===== src/rtl/vga_pkg.sv =====
// Shared VGA constants and types for the square-animation colour stage.
package vga_pkg;

    localparam int H_RES   = 640;
    localparam int V_RES   = 480;
    localparam int COLOR_W = 4;
    localparam int X_W     = 10;
    localparam int Y_W     = 9;

    typedef struct packed {
        logic [COLOR_W-1:0] red;
        logic [COLOR_W-1:0] green;
        logic [COLOR_W-1:0] blue;
    } rgb_t;

    typedef enum logic {
        DIR_INC,
        DIR_DEC
    } dir_t;

endpackage


===== src/rtl/vga_bounce_axis.sv =====
// One axis of the bouncing square: position/direction register that steps by
// SPEED on each enable and clamps to [0, LIMIT-SIZE], pulsing flip on a reversal.
module vga_bounce_axis
    import vga_pkg::*;
#(
    parameter int W     = 10,
    parameter int LIMIT = 640,
    parameter int SIZE  = 32,
    parameter int SPEED = 2,
    parameter int INIT  = 0
) (
    input  logic         clock,
    input  logic         reset,
    input  logic         enable,
    output logic [W-1:0] pos,
    output logic         flip
);

    localparam logic [W:0]   MAX_WIDE = (W+1)'(LIMIT - SIZE);
    localparam logic [W-1:0] MAX_POS  = W'(LIMIT - SIZE);
    localparam logic [W:0]   SPD_WIDE = (W+1)'(SPEED);
    localparam logic [W-1:0] SPD      = W'(SPEED);

    dir_t         dir;
    logic [W:0]   sum;
    logic [W-1:0] pos_next;
    logic         at_wall;

    // The sum is one bit wider so a step past the far wall cannot wrap.
    always_comb begin
        sum      = {1'b0, pos} + SPD_WIDE;
        pos_next = pos;
        at_wall  = 1'b0;
        if (dir == DIR_INC) begin
            if (sum >= MAX_WIDE) begin
                pos_next = MAX_POS;
                at_wall  = 1'b1;
            end else begin
                pos_next = sum[W-1:0];
            end
        end else begin
            if (pos <= SPD) begin
                pos_next = '0;
                at_wall  = 1'b1;
            end else begin
                pos_next = pos - SPD;
            end
        end
    end

    assign flip = enable & at_wall;

    always_ff @(posedge clock) begin
        if (reset) begin
            pos <= W'(INIT);
            dir <= DIR_INC;
        end else if (enable) begin
            pos <= pos_next;
            if (at_wall) begin
                dir <= (dir == DIR_INC) ? DIR_DEC : DIR_INC;
            end
        end
    end

endmodule


===== src/rtl/vga_square_anim.sv =====
// Pixel-colour stage drawing a bouncing square; colour and syncs share one strobe register.
// Define VGA_SQ_GRADIENT_EN for a position-dependent background instead of black.
module vga_square_anim
    import vga_pkg::*;
#(
    parameter int          SQ_SIZE  = 32,
    parameter int          SPEED    = 2,
    parameter int          X_INIT   = 100,
    parameter int          Y_INIT   = 80,
    parameter logic [11:0] SQ_COLOR = 12'hF00
) (
    input  logic               in_clock,
    input  logic               in_reset,
    input  logic               in_strobe,
    input  logic               in_animate,
    input  logic               in_active,
    input  logic               in_hsync,
    input  logic               in_vsync,
    input  logic [X_W-1:0]     in_x,
    input  logic [Y_W-1:0]     in_y,
    output logic               out_hsync,
    output logic               out_vsync,
    output logic [COLOR_W-1:0] out_red,
    output logic [COLOR_W-1:0] out_green,
    output logic [COLOR_W-1:0] out_blue,
    output logic               out_bounce
);

    localparam logic [10:0] SZ = 11'(SQ_SIZE);

    logic           step;
    logic [X_W-1:0] sq_x;
    logic [Y_W-1:0] sq_y;
    logic           flip_x;
    logic           flip_y;
    logic [10:0]    px, py, x0, y0;
    logic           hit;
    rgb_t           background;
    rgb_t           pix;
    rgb_t           rgb_q;

    assign step = in_strobe & in_animate;

    vga_bounce_axis #(
        .W    (X_W),
        .LIMIT(H_RES),
        .SIZE (SQ_SIZE),
        .SPEED(SPEED),
        .INIT (X_INIT)
    ) axis_x (
        .clock (in_clock),
        .reset (in_reset),
        .enable(step),
        .pos   (sq_x),
        .flip  (flip_x)
    );

    vga_bounce_axis #(
        .W    (Y_W),
        .LIMIT(V_RES),
        .SIZE (SQ_SIZE),
        .SPEED(SPEED),
        .INIT (Y_INIT)
    ) axis_y (
        .clock (in_clock),
        .reset (in_reset),
        .enable(step),
        .pos   (sq_y),
        .flip  (flip_y)
    );

    assign px = 11'(in_x);
    assign py = 11'(in_y);
    assign x0 = 11'(sq_x);
    assign y0 = 11'(sq_y);

    assign hit = in_active && (px >= x0) && (px < x0 + SZ) && (py >= y0) && (py < y0 + SZ);

`ifdef VGA_SQ_GRADIENT_EN
    assign background = '{red: in_x[9:6], green: in_y[8:5], blue: 4'h4};
`else
    assign background = '0;
`endif

    always_comb begin
        pix = '0;
        if (in_active) begin
            pix = hit ? rgb_t'(SQ_COLOR) : background;
        end
    end

    // Bounce is a per-clock pulse, so it is registered outside the strobe gate.
    always_ff @(posedge in_clock) begin
        if (in_reset) begin
            rgb_q      <= '0;
            out_hsync  <= 1'b1;
            out_vsync  <= 1'b1;
            out_bounce <= 1'b0;
        end else begin
            out_bounce <= flip_x | flip_y;
            if (in_strobe) begin
                rgb_q     <= pix;
                out_hsync <= in_hsync;
                out_vsync <= in_vsync;
            end
        end
    end

    assign out_red   = rgb_q.red;
    assign out_green = rgb_q.green;
    assign out_blue  = rgb_q.blue;

endmodule

===== config.mk =====
export PLATFORM = sky130hd
export DESIGN_NAME = vga_square_anim
export DESIGN_NICKNAME = d
export VERILOG_FILES = /design/src/rtl/vga_pkg.sv /design/src/rtl/vga_bounce_axis.sv /design/src/rtl/vga_square_anim.sv
export SDC_FILE = /design/constraint.sdc
export NUM_CORES = 1
export LEC_CHECK = 0
export ABC_AREA = 1
export CORE_MARGIN = 8
export CORE_UTILIZATION = 55
export DETAILED_ROUTE_END_ITERATION = 6
export GPL_ROUTABILITY_DRIVEN = 0
export PLACE_DENSITY = 0.91
export SLEW_MARGIN = 20
export SYNTH_ARGS = -nofsm -noshare
export SYNTH_HDL_FRONTEND = slang
export SYNTH_SLANG_ARGS = --single-unit
export TNS_END_PERCENT = 10

===== constraint.sdc =====
create_clock -name in_clock -period 2.6 [get_ports in_clock]
set_input_delay 0.39 -clock in_clock [delete_from_list [all_inputs] [get_ports in_clock]]
set_output_delay 0.39 -clock in_clock [all_outputs]
set_load 0.05 [all_outputs]

---- Word-level counts from Yosys, hierarchy flattened ----
Index checks and enable logic that the tools add are counted.
operators by class
  div/mod/pow operators ................... 0
  shift operators ......................... 0
  bitwise operators ....................... 4
  multiply operators ...................... 0
  multiplexer cells ....................... 16
  reduce and logical (&&, ||, !) cells .... 6
  add/sub/neg operators ................... 6
  magnitude comparators ................... 8
  equal/unequal tests ..................... 0
operators with widths
  cell                                                                                   number
  10-bit 2-to-1 mux                                                                      3
  9-bit 2-to-1 mux                                                                       3
  12-bit 2-to-1 mux                                                                      2
  10-bit by 2-bit adder with 11-bit output, second input constant                        1
  10-bit by 6-bit adder with 11-bit output, second input constant                        1
  11-bit by 10-bit greater-or-equal comparator with 1-bit output, second input constant  1
  10-bit by 11-bit less-than comparator with 1-bit output                                1
  9-bit by 2-bit adder with 10-bit output, second input constant                         1
  9-bit by 6-bit adder with 10-bit output, second input constant                         1
  10-bit greater-or-equal comparator                                                     1
  10-bit by 9-bit greater-or-equal comparator with 1-bit output, second input constant   1
  10-bit by 2-bit less-or-equal comparator with 1-bit output, second input constant      1
  9-bit by 10-bit less-than comparator with 1-bit output                                 1
  10-bit by 2-bit subtractor with 10-bit output, second input constant                   1
  9-bit greater-or-equal comparator                                                      1
  9-bit by 2-bit less-or-equal comparator with 1-bit output, second input constant       1
  9-bit by 2-bit subtractor with 9-bit output, second input constant                     1
  1-bit 2-to-1 mux                                                                       8
  1-bit logical AND                                                                      4
  2-bit AND reduction                                                                    2
  1-bit bitwise AND                                                                      3
  1-bit OR                                                                               1
word-level totals
  memories ................................ 0
  register bits after elaboration ......... 36
  latch bits .............................. 0
  ROM bits ................................ 0
  logic and storage cells ................. 50
  bits of input ports ..................... 26
  output and inout bits ................... 15
  memory bits (writable) .................. 0

---- Logic depth before layout (Yosys ltp) ----
Gate-level depths: netlist of run 1.
  depth after elaboration ................. 7
  depth in mapped cells ................... 14
  depth with buffers taken out ............ 14

---- Modules after synthesis ----
Synthesis of run 1 repeated with hierarchy kept, for this count alone.
unflattened totals
  cell total of the unflattened synthesis .. 464
  area, all modules ....................... 2,892.8 um2
modules (own cells, without submodules)
  module                     cells an instance  area an instance (um2)  instances
  vga_square_anim            190                1,174.9                 1
  vga_bounce_axis at axis_x  148                884.6                   1
  vga_bounce_axis at axis_y  126                833.3                   1

---- Worst setup path before layout of run 1 ----
Ideal clock, no wire load.
  kind .................................... register to register
  start point ............................. reg axis_x.pos[5]
  end point ............................... reg rgb_q (netlist bit out_red[2])
  setup time .............................. 0.132 ns
  clock period less this slack ............ 1.859 ns
  arrival time ............................ 1.727 ns
  buffers on the path ..................... 0
  cell stages (with the launch flop) ...... 15
  setup slack ............................. 0.741 ns
  data required time ...................... 2.468 ns
  cells stage by stage .................... dfxtp_1 -> inv_1 -> ha_1 -> inv_1 -> ha_1 -> inv_1 -> nor2_1 -> nand2_1 -> and2_1 -> o21ai_0 -> nand2_1 -> nand2_1 -> nand2_1 -> nand3_1 -> a21oi_1
between the ends
  word-level cells in the longest chain between the ends .. 7
ends and longest elaborated chain
  element                                                                                         line                    RTL
  start, declared                                                                                 vga_bounce_axis.sv:15   output logic [W-1:0] pos,
  start signal, assigned                                                                          vga_bounce_axis.sv:55   pos <= W'(INIT);
  start signal, assigned                                                                          vga_bounce_axis.sv:58   pos <= pos_next;
  10-bit by 6-bit adder with 11-bit output or 10-bit greater-or-equal comparator (tied branches)  vga_square_anim.sv:77   assign hit = in_active && (px >= x0) && (px < x0 + SZ) && (py >= y0) && (py < y0 + SZ);
  10-bit by 11-bit less-than comparator with 1-bit output or 1-bit logical AND (tied branches)    vga_square_anim.sv:77
  1-bit logical AND * (3 in series)                                                               vga_square_anim.sv:77
  12-bit 2-to-1 mux *                                                                             vga_square_anim.sv:88   pix = hit ? rgb_t'(SQ_COLOR) : background;
  12-bit 2-to-1 mux *                                                                             vga_square_anim.sv:87   if (in_active) begin
  end signal, assigned                                                                            vga_square_anim.sv:102  rgb_q <= pix;
  end, declared                                                                                   vga_square_anim.sv:40   rgb_t rgb_q;
Every way passes the cells marked *; elsewhere a longest branch is shown, timed or not.
A chain may end at the register's enable or synchronous reset.

---- Worst setup path after layout of run 1 ----
  start point ............................. reg axis_x.pos[6]
  end point ............................... reg rgb_q (netlist bit out_red[2])
The elaborated chain is that of the path after synthesis.

==> impl_metrics.sql, run 1 <==
INSERT INTO impl_metrics (metric_group, metric, value, unit) VALUES
('sta', 'worst_slew_margin_rel', '0.6495', ''),
('global_routing', 'global_route.peak_usage_layer', 'met2', ''),
('final_layout', 'antenna_cells', '0', ''),
('global_routing', 'gr-usage-all-layers', '0.1763', ''),
('logic_synthesis', 'synth.yosys.seq_area_share', '0.1724', ''),
('sta', 'layout_worst_path_cycle_share', '0.8289', ''),
('detailed_routing', 'wl_per_cell', '13.10', 'um'),
('final_layout', 'multi_input_comb_area', '1913', 'um2'),
('global_routing', 'initial_antenna_violation_count', '0', ''),
('logic_synthesis', 'synthDominantCellAreaShare', '0.1724', ''),
('sta', 'finalClockSkew', '0.004702', 'ns'),
('status', 'status', 'finished clean', ''),
('global_routing', 'vias_in_the_first_global_route', '2464', ''),
('detailed_routing', 'vias', '2666', ''),
('clocking', 'post_cts.repair.setup_buffers', '0', ''),
('clocking', 'cts_made_buffers', '3', ''),
('final_layout', 'regArea', '460.4', 'um2'),
('setup_path', 'critPathSlowestCell', 'dfxtp_1', ''),
('sta', 'timing.final.crit_period', '2.155', 'ns'),
('clocking', 'ctsRootBufferMaster', 'clkbuf_8', ''),
('clocking', 'tritoncts_num_sinks', '23', ''),
('setup_path', 'critical_path_endpoint_category', 'register', ''),
('logic_synthesis', 'ys.warnings.count', '0', ''),
('clocking', 'clock_path_buffers', '2', ''),
('floorplanning', 'die_height', '85.68', 'um'),
('setup_path', 'crit-reg2reg-launch', 'axis_x.pos[6]', ''),
('run', 'maxCapViolations', '0', ''),
('floorplanning', 'row_count', '25', ''),
('floorplanning', 'core-area', '4692', 'um2'),
('power', 'post-layout-total-power', '1.023', 'mW'),
('sta', 'highest_achievable_clock_rate', '464.0', 'MHz'),
('global_routing', 'globalRouteOverflowTotal', '0', ''),
('sta', 'max_slew.worst_pin.slew', '0.5241', 'ns'),
('clocking', 'hold_buffers', '0', ''),
('clocking', 'tritoncts', 'done', ''),
('floorplanning', 'initial_core_utilization', '0.5691', ''),
('logic_synthesis', 'register_bit_total_from_synthesis', '23', ''),
('setup_path', 'cp_data_arrival_time', '2.30', 'ns'),
('global_routing', 'grt_pass1_wl', '10830', 'um'),
('placement', 'dp_hpwl', '5081', 'um'),
('floorplanning', 'die_width', '85.68', 'um'),
('global_routing', 'use_met1', '0.1967', ''),
('setup_path', 'timing.critical_path.slowest_cell_delay', '0.46', 'ns'),
('detailed_routing', 'detail_route.drc_violations', '0', ''),
('final_layout', 'mostFrequentLayoutCell', 'nand2_1', ''),
('setup_path', 'startpoint', 'axis_x.pos[6]', ''),
('sta', 'tns', '0', 'ns'),
('worst_hold_path', 'holdCritPathClass', 'reg2reg', ''),
('floorplanning', 'top_level_ports', '41', ''),
('final_layout', 'fraction_of_layout_instances_using_a_drive_strength_above_1', '0.07586', ''),
('setup_path', 'critical_setup_path_class', 'reg2reg', ''),
('clocking', 'resized_after_cts', '0', ''),
('placement', 'io_buffer_count', '30', ''),
('setup_path', 'cp.required', '2.74', 'ns'),
('detailed_routing', 'routed_wirelength', '6406', 'um'),
('final_layout', 'area_growth', '11.86', '%'),
('sta', 'maxSlewViolCount', '0', ''),
('global_routing', 'grt_use_met2', '0.3272', ''),
('power', 'vdd_ir_drop_max', '0.0002903', 'V'),
('final_layout', 'fill_cells', '452', ''),
('global_routing', 'grt.met3_usage', '0.03438', ''),
('final_layout', 'finalNetCount', '498', ''),
('logic_synthesis', 'yosysTopAreaCell', 'dfxtp_1', ''),
('logic_synthesis', 'post_synth_main_area_contributors', 'dfxtp_1 (17%), ha_1 (17%), nand2_1 (14%)', ''),
('worst_hold_path', 'hp-start', 'out_hsync', ''),
('sta', 'finalSetupViolCount', '0', ''),
('logic_synthesis', 'synthesized_area', '2670', 'um2'),
('setup_path', 'worstPathMaxFanout', '6', ''),
('logic_synthesis', 'syn_area_per_cell', '6.481', 'um2'),
('sta', 'rsz0062_at_grt', 'false', ''),
('power', 'leakage', '1.441', 'nW');
-- per-stage QoR --
stage	setup WS [ns]	hold slack [ns]	util	area (um2)	cells
after floorplan	0.7411	0.4961	-	2696	419
after global placement	0.4830	0.4432	0.6267	2940	485
after detailed placement	0.4855	0.4577	0.6267	2940	485
after CTS	0.4550	0.4839	0.6365	2987	489
after global routing	0.2089	0.5233	0.6365	2987	489
final	0.4449	0.4931	0.6365	2987	489
-- registers in the layout (all words and copies together), names as in the netlist --
| name | cells |
|---|---|
| out_bounce | 1 |
| out_red | 1 |
| out_hsync | 1 |
| axis_y.dir | 1 |
| out_vsync | 1 |
| axis_x.pos | 9 |
| axis_y.pos | 8 |
| axis_x.dir | 1 |
-- worst max-delay path: cells and delay by family (launching register included) --
kind,cells,cell delay [ns]
flops,1,0.46
compound gates,2,0.15
fa+ha+maj,2,0.58
simple gates,7,0.60
buf+inv,3,0.24
-- worst paths after layout --
check,end,slack (ns),cells past startpoint
worst max-delay path,out_red[2],0.44,14
worst min-delay path,out_hsync,0.49,2
worst max register to register,out_red[2],0.44,14
worst min register to register,out_hsync,0.49,2
-- routing by layer --
metal  wire [um]  vias to the layer above
met3         342                        6
met4          80                        0
met1        2655                     1202
li1            -                     1372
met5           0                        -
met2        3327                       86
-- power by group --
part / switching [mW] / total (mW) / internal, mW
Combinational: 0.233 / 0.387 / 0.154
Clock: 0.124 / 0.231 / 0.107
Sequential: 0.0332 / 0.405 / 0.372
-- cells in the mapped netlist (all sizes together) --
cell	number
nand2	107
inv	48
nor2	38
a21oi	36
ha	36
nand3	34
o21ai	24
dfxtp	23
buf	18
xor2	17
nand4	8
nor3	4
xnor2	3
clkbuf	2
nor4	2
o21a	2
a21boi	1
a21o	1
a22oi	1
a31oi	1
and2	1
and3	1
clkinv	1
conb	1
o21bai	1
or2	1
-- logic make-up (layout without fill, tap and decap cells) --
family	Yosys count	in the layout	synth area share
and+or+nand+nor	196	196	0.3365
DFF	23	23	0.1724
other	1	8	0.001404
buffers and inverters	69	85	0.1209
adders and majority gates	36	36	0.1687
xor gates and xnor gates	20	20	0.06561
AOI/OAI and AO/OA	67	67	0.1345
-- final cells by class --
class / instances / area share
clock inverter: 1 / 0.001676
tap: 54 / 0.02262
clock buffer: 3 / 0.01382
timing repair buffer: 32 / 0.1056
inverter: 49 / 0.06158
sequential: 23 / 0.1542
multi-input combinational: 327 / 0.6406
No activity file was read; power rests on OpenSTA's default activity.
==> run 2: changes to the inputs <==
==> constraint.sdc (replaced) <==
create_clock -name in_clock -period 2 [get_ports in_clock]
set_input_delay 0.3 -clock in_clock [delete_from_list [all_inputs] [get_ports in_clock]]
set_output_delay 0.3 -clock in_clock [all_outputs]
set_load 0.05 [all_outputs]
==> impl_metrics.sql, run 2 (synthesis results as in run 1) <==
INSERT INTO impl_metrics (metric_group, metric, value, unit) VALUES
('clocking', 'cts_htree_levels', '1', ''),
('final_layout', 'instances_no_fill', '502', ''),
('final_layout', 'largest_register_ff_count', '9', ''),
('setup_path', 'critical_path.startpoint_type', 'register', ''),
('status', 'status', 'finished clean', ''),
('final_layout', 'fraction_of_layout_instances_using_a_drive_strength_above_1', '0.1205', ''),
('setup_path', 'worstRegToRegCells', '10', ''),
('clocking', 'clock_path_buffers', '2', ''),
('detailed_routing', 'detail_route.drc_violations', '0', ''),
('clocking', 'tritoncts_num_sinks', '23', ''),
('sta', 'rsz0062_at_grt', 'false', ''),
('sta', 'worst_slew_margin_rel', '0.6568', ''),
('placement', 'io_buffer_count', '30', ''),
('worst_hold_path', 'holdCritPathClass', 'reg2reg', ''),
('sta', 'finalClockSkew', '0.006652', 'ns'),
('global_routing', 'grt_start_max_net_pins', '19', ''),
('global_routing', 'vias_in_the_first_global_route', '2633', ''),
('power', 'sw_frac_of_total', '0.3856', ''),
('setup_path', 'worstPathCellList', 'nand2_1, nor2_1, xor2_1, ha_1, nand2_1, o21ai_0, a21o_1, nor2_1, nand3_1, a21oi_1', ''),
('sta', 'finalSetupViolCount', '0', ''),
('global_routing', 'gr-usage-all-layers', '0.1810', ''),
('setup_path', 'timing.critical_path.slowest_cell_delay', '0.43', 'ns'),
('placement', 'dp_hpwl', '5363', 'um'),
('power', 'intPower', '0.8429', 'mW'),
('sta', 'timing.final.crit_period', '1.866', 'ns'),
('setup_path', 'critical_path_endpoint_category', 'register', ''),
('detailed_routing', 'wl_per_cell', '13.28', 'um'),
('final_layout', 'area_growth', '16.07', '%'),
('sta', 'highest_achievable_clock_rate', '536.0', 'MHz'),
('global_routing', 'initial_antenna_violation_count', '0', ''),
('global_routing', 'globalRouteOverflowTotal', '0', ''),
('floorplanning', 'row_count', '25', ''),
('final_layout', 'largestRegisters', 'axis_x.pos x9, axis_y.pos x8', ''),
('power', 'p_switching', '0.5289', 'mW'),
('power', 'clockPowerShare', '0.227', ''),
('sta', 'finalHoldViolCount', '0', ''),
('clocking', 'clk_transition_reported_paths', '0.09', 'ns'),
('setup_path', 'worst_path_dominant_cell_family', 'simple AND/OR/NAND/NOR gates', ''),
('power', 'share_comb_of_total_power', '0.398', ''),
('detailed_routing', 'antenna_violating_nets_post_route', '0', ''),
('detailed_routing', 'dr.first_iter.drc_count', '203', ''),
('detailed_routing', 'routed_wirelength', '6668', 'um'),
('detailed_routing', 'vias', '2713', ''),
('floorplanning', 'floorplan.die_area', '7340', 'um2'),
('final_layout', 'most-common-layout-cells', 'nand2_1 (99), inv_1 (42), a21oi_1 (35), ha_1 (35), nor2_1 (34)', ''),
('floorplanning', 'top_level_ports', '41', ''),
('sta', 'layout_worst_path_cycle_share', '0.9328', ''),
('final_layout', 'antenna_cells', '0', ''),
('final_layout', 'mostFrequentLayoutCell', 'nand2_1', ''),
('floorplanning', 'initial_core_utilization', '0.5691', ''),
('clocking', 'hold_buffers', '0', ''),
('worst_hold_path', 'worst_hold_path.num_cells', '2', ''),
('power', 'post-layout-total-power', '1.372', 'mW'),
('power', 'vdd_ir_drop_max', '0.0003304', 'V'),
('floorplanning', 'core-area', '4692', 'um2'),
('detailed_routing', 'drt-vias-per-instance', '5.404', ''),
('setup_path', 'critPathSlowestCell', 'dfxtp_1', ''),
('power', 'power.share.sequential', '0.375', ''),
('clocking', 'worstSkewPairLatency', '0.27', 'ns'),
('detailed_routing', 'drtPass1Iterations', '4', ''),
('setup_path', 'critical_path_depth', '10', ''),
('power', 'leakage', '1.505', 'nW'),
('clocking', 'tritoncts', 'done', ''),
('setup_path', 'cp_data_arrival_time', '2.08', 'ns'),
('setup_path', 'critical_setup_path_class', 'reg2reg', ''),
('global_routing', 'grt_pass1_wl', '11340', 'um'),
('setup_path', 'cp.required', '2.21', 'ns'),
('setup_path', 'crit_buf_inv', '0', ''),
('sta', 'max_slew.worst_pin.slew', '0.5132', 'ns'),
('final_layout', 'registers.top_by_ff_count', 'axis_x.pos', ''),
('sta', 'maxSlewViolCount', '0', ''),
('setup_path', 'worstPathMaxFanout', '6', ''),
('clocking', 'ctsRootBufferMaster', 'clkbuf_8', ''),
('floorplanning', 'die_height', '85.68', 'um'),
('clocking', 'cts_made_buffers', '3', ''),
('placement', 'placed_cells_incl_taps', '498', ''),
('power', 'power_per_cell_area', '442.6', 'nW/um2'),
('run', 'maxCapViolations', '0', ''),
('floorplanning', 'die_width', '85.68', 'um'),
('final_layout', 'finalNetCount', '511', '');
[run 2: cell types whose count changed in the layout (fill, tap and decap cells not counted)]
| cell | previous run | this run |
|---|---|---|
| o21ai_0 | 22 | 21 |
| ha_1 | 36 | 35 |
| o21ai_2 | 0 | 1 |
| nor2_1 | 35 | 34 |
| ha_2 | 0 | 1 |
| buf_4 | 2 | 15 |
| dfxtp_2 | 0 | 5 |
| dfxtp_1 | 23 | 18 |
| nor2_2 | 0 | 1 |
[run 2: final timing paths]
| kind | slack [ns] | to | from |
|---|---|---|---|
| worst max-delay path | 0.13 | out_red[2] | axis_y.pos[7] |
| worst min-delay path | 0.47 | out_hsync | out_hsync |
| worst max register to register | 0.13 | out_red[2] | axis_y.pos[7] |
| worst min register to register | 0.47 | out_hsync | out_hsync |
[run 2: power groups by stage]
stage | Clock (mW) | Combinational, mW | Sequential, mW
global route | 0.323 | 0.612 | 0.518
detailed placement | 0 | 0.535 | 0.523
finish | 0.311 | 0.546 | 0.514
floorplan | 0 | 0.383 | 0.528
CTS | 0.308 | 0.538 | 0.512
global placement | 0 | 0.510 | 0.522
[run 2: metal layers]
metal | up-vias | GRT usage | wire, um | part of all wire
li1 | 1397 | - | - | -
met1 | 1224 | 0.1941 | 2670 | 0.40
met2 | 80 | 0.3477 | 3518 | 0.53
met3 | 12 | 0.03343 | 375 | 0.056
met4 | 0 | 0.05096 | 104 | 0.016
met5 | - | 0 | 0 | 0
[run 2: what timing repair did]
action                                  in CTS  in global routing
gates resized for setup                      0                  9
endpoints found under the setup margin       0                  1
buffers inserted                             0                  0
[run 2: worst register-to-register path, stage by stage, from the launching register on]
cell and delay, ns:
dfxtp_1 0.43, nand2_1 0.10, nor2_1 0.13, xor2_1 0.18
ha_1 0.25, nand2_1 0.12, o21ai_0 0.10, a21o_1 0.16
nor2_1 0.09, nand3_1 0.12, a21oi_1 0.13
[run 2: cell type report]
class                      instances  area (um2)
tap                               54       67.56
timing repair buffer              45       412.9
multi-input combinational        327        1922
sequential                        23       466.7
inverter                          49       183.9
fill                             421        1593
clock buffer                       3       41.29
clock inverter                     1       5.005
[run 2: through the flow]
step | setup TNS, ns | utilization | hold slack, ns | setup WS (ns) | cell area [um2]
6_report | 0 | 0.6605 | 0.4733 | 0.1344 | 3099
5_1_grt | 0 | 0.6605 | 0.4946 | 0.01681 | 3099
4_1_cts | 0 | 0.6573 | 0.4772 | 0.04479 | 3084
3_5_place_dp | -0.03621 | 0.6475 | 0.4561 | -0.03621 | 3038
3_3_place_gp | 0 | 0.6475 | 0.4468 | 0.04158 | 3038
2_1_floorplan | 0 | - | 0.4221 | 0.1411 | 2696
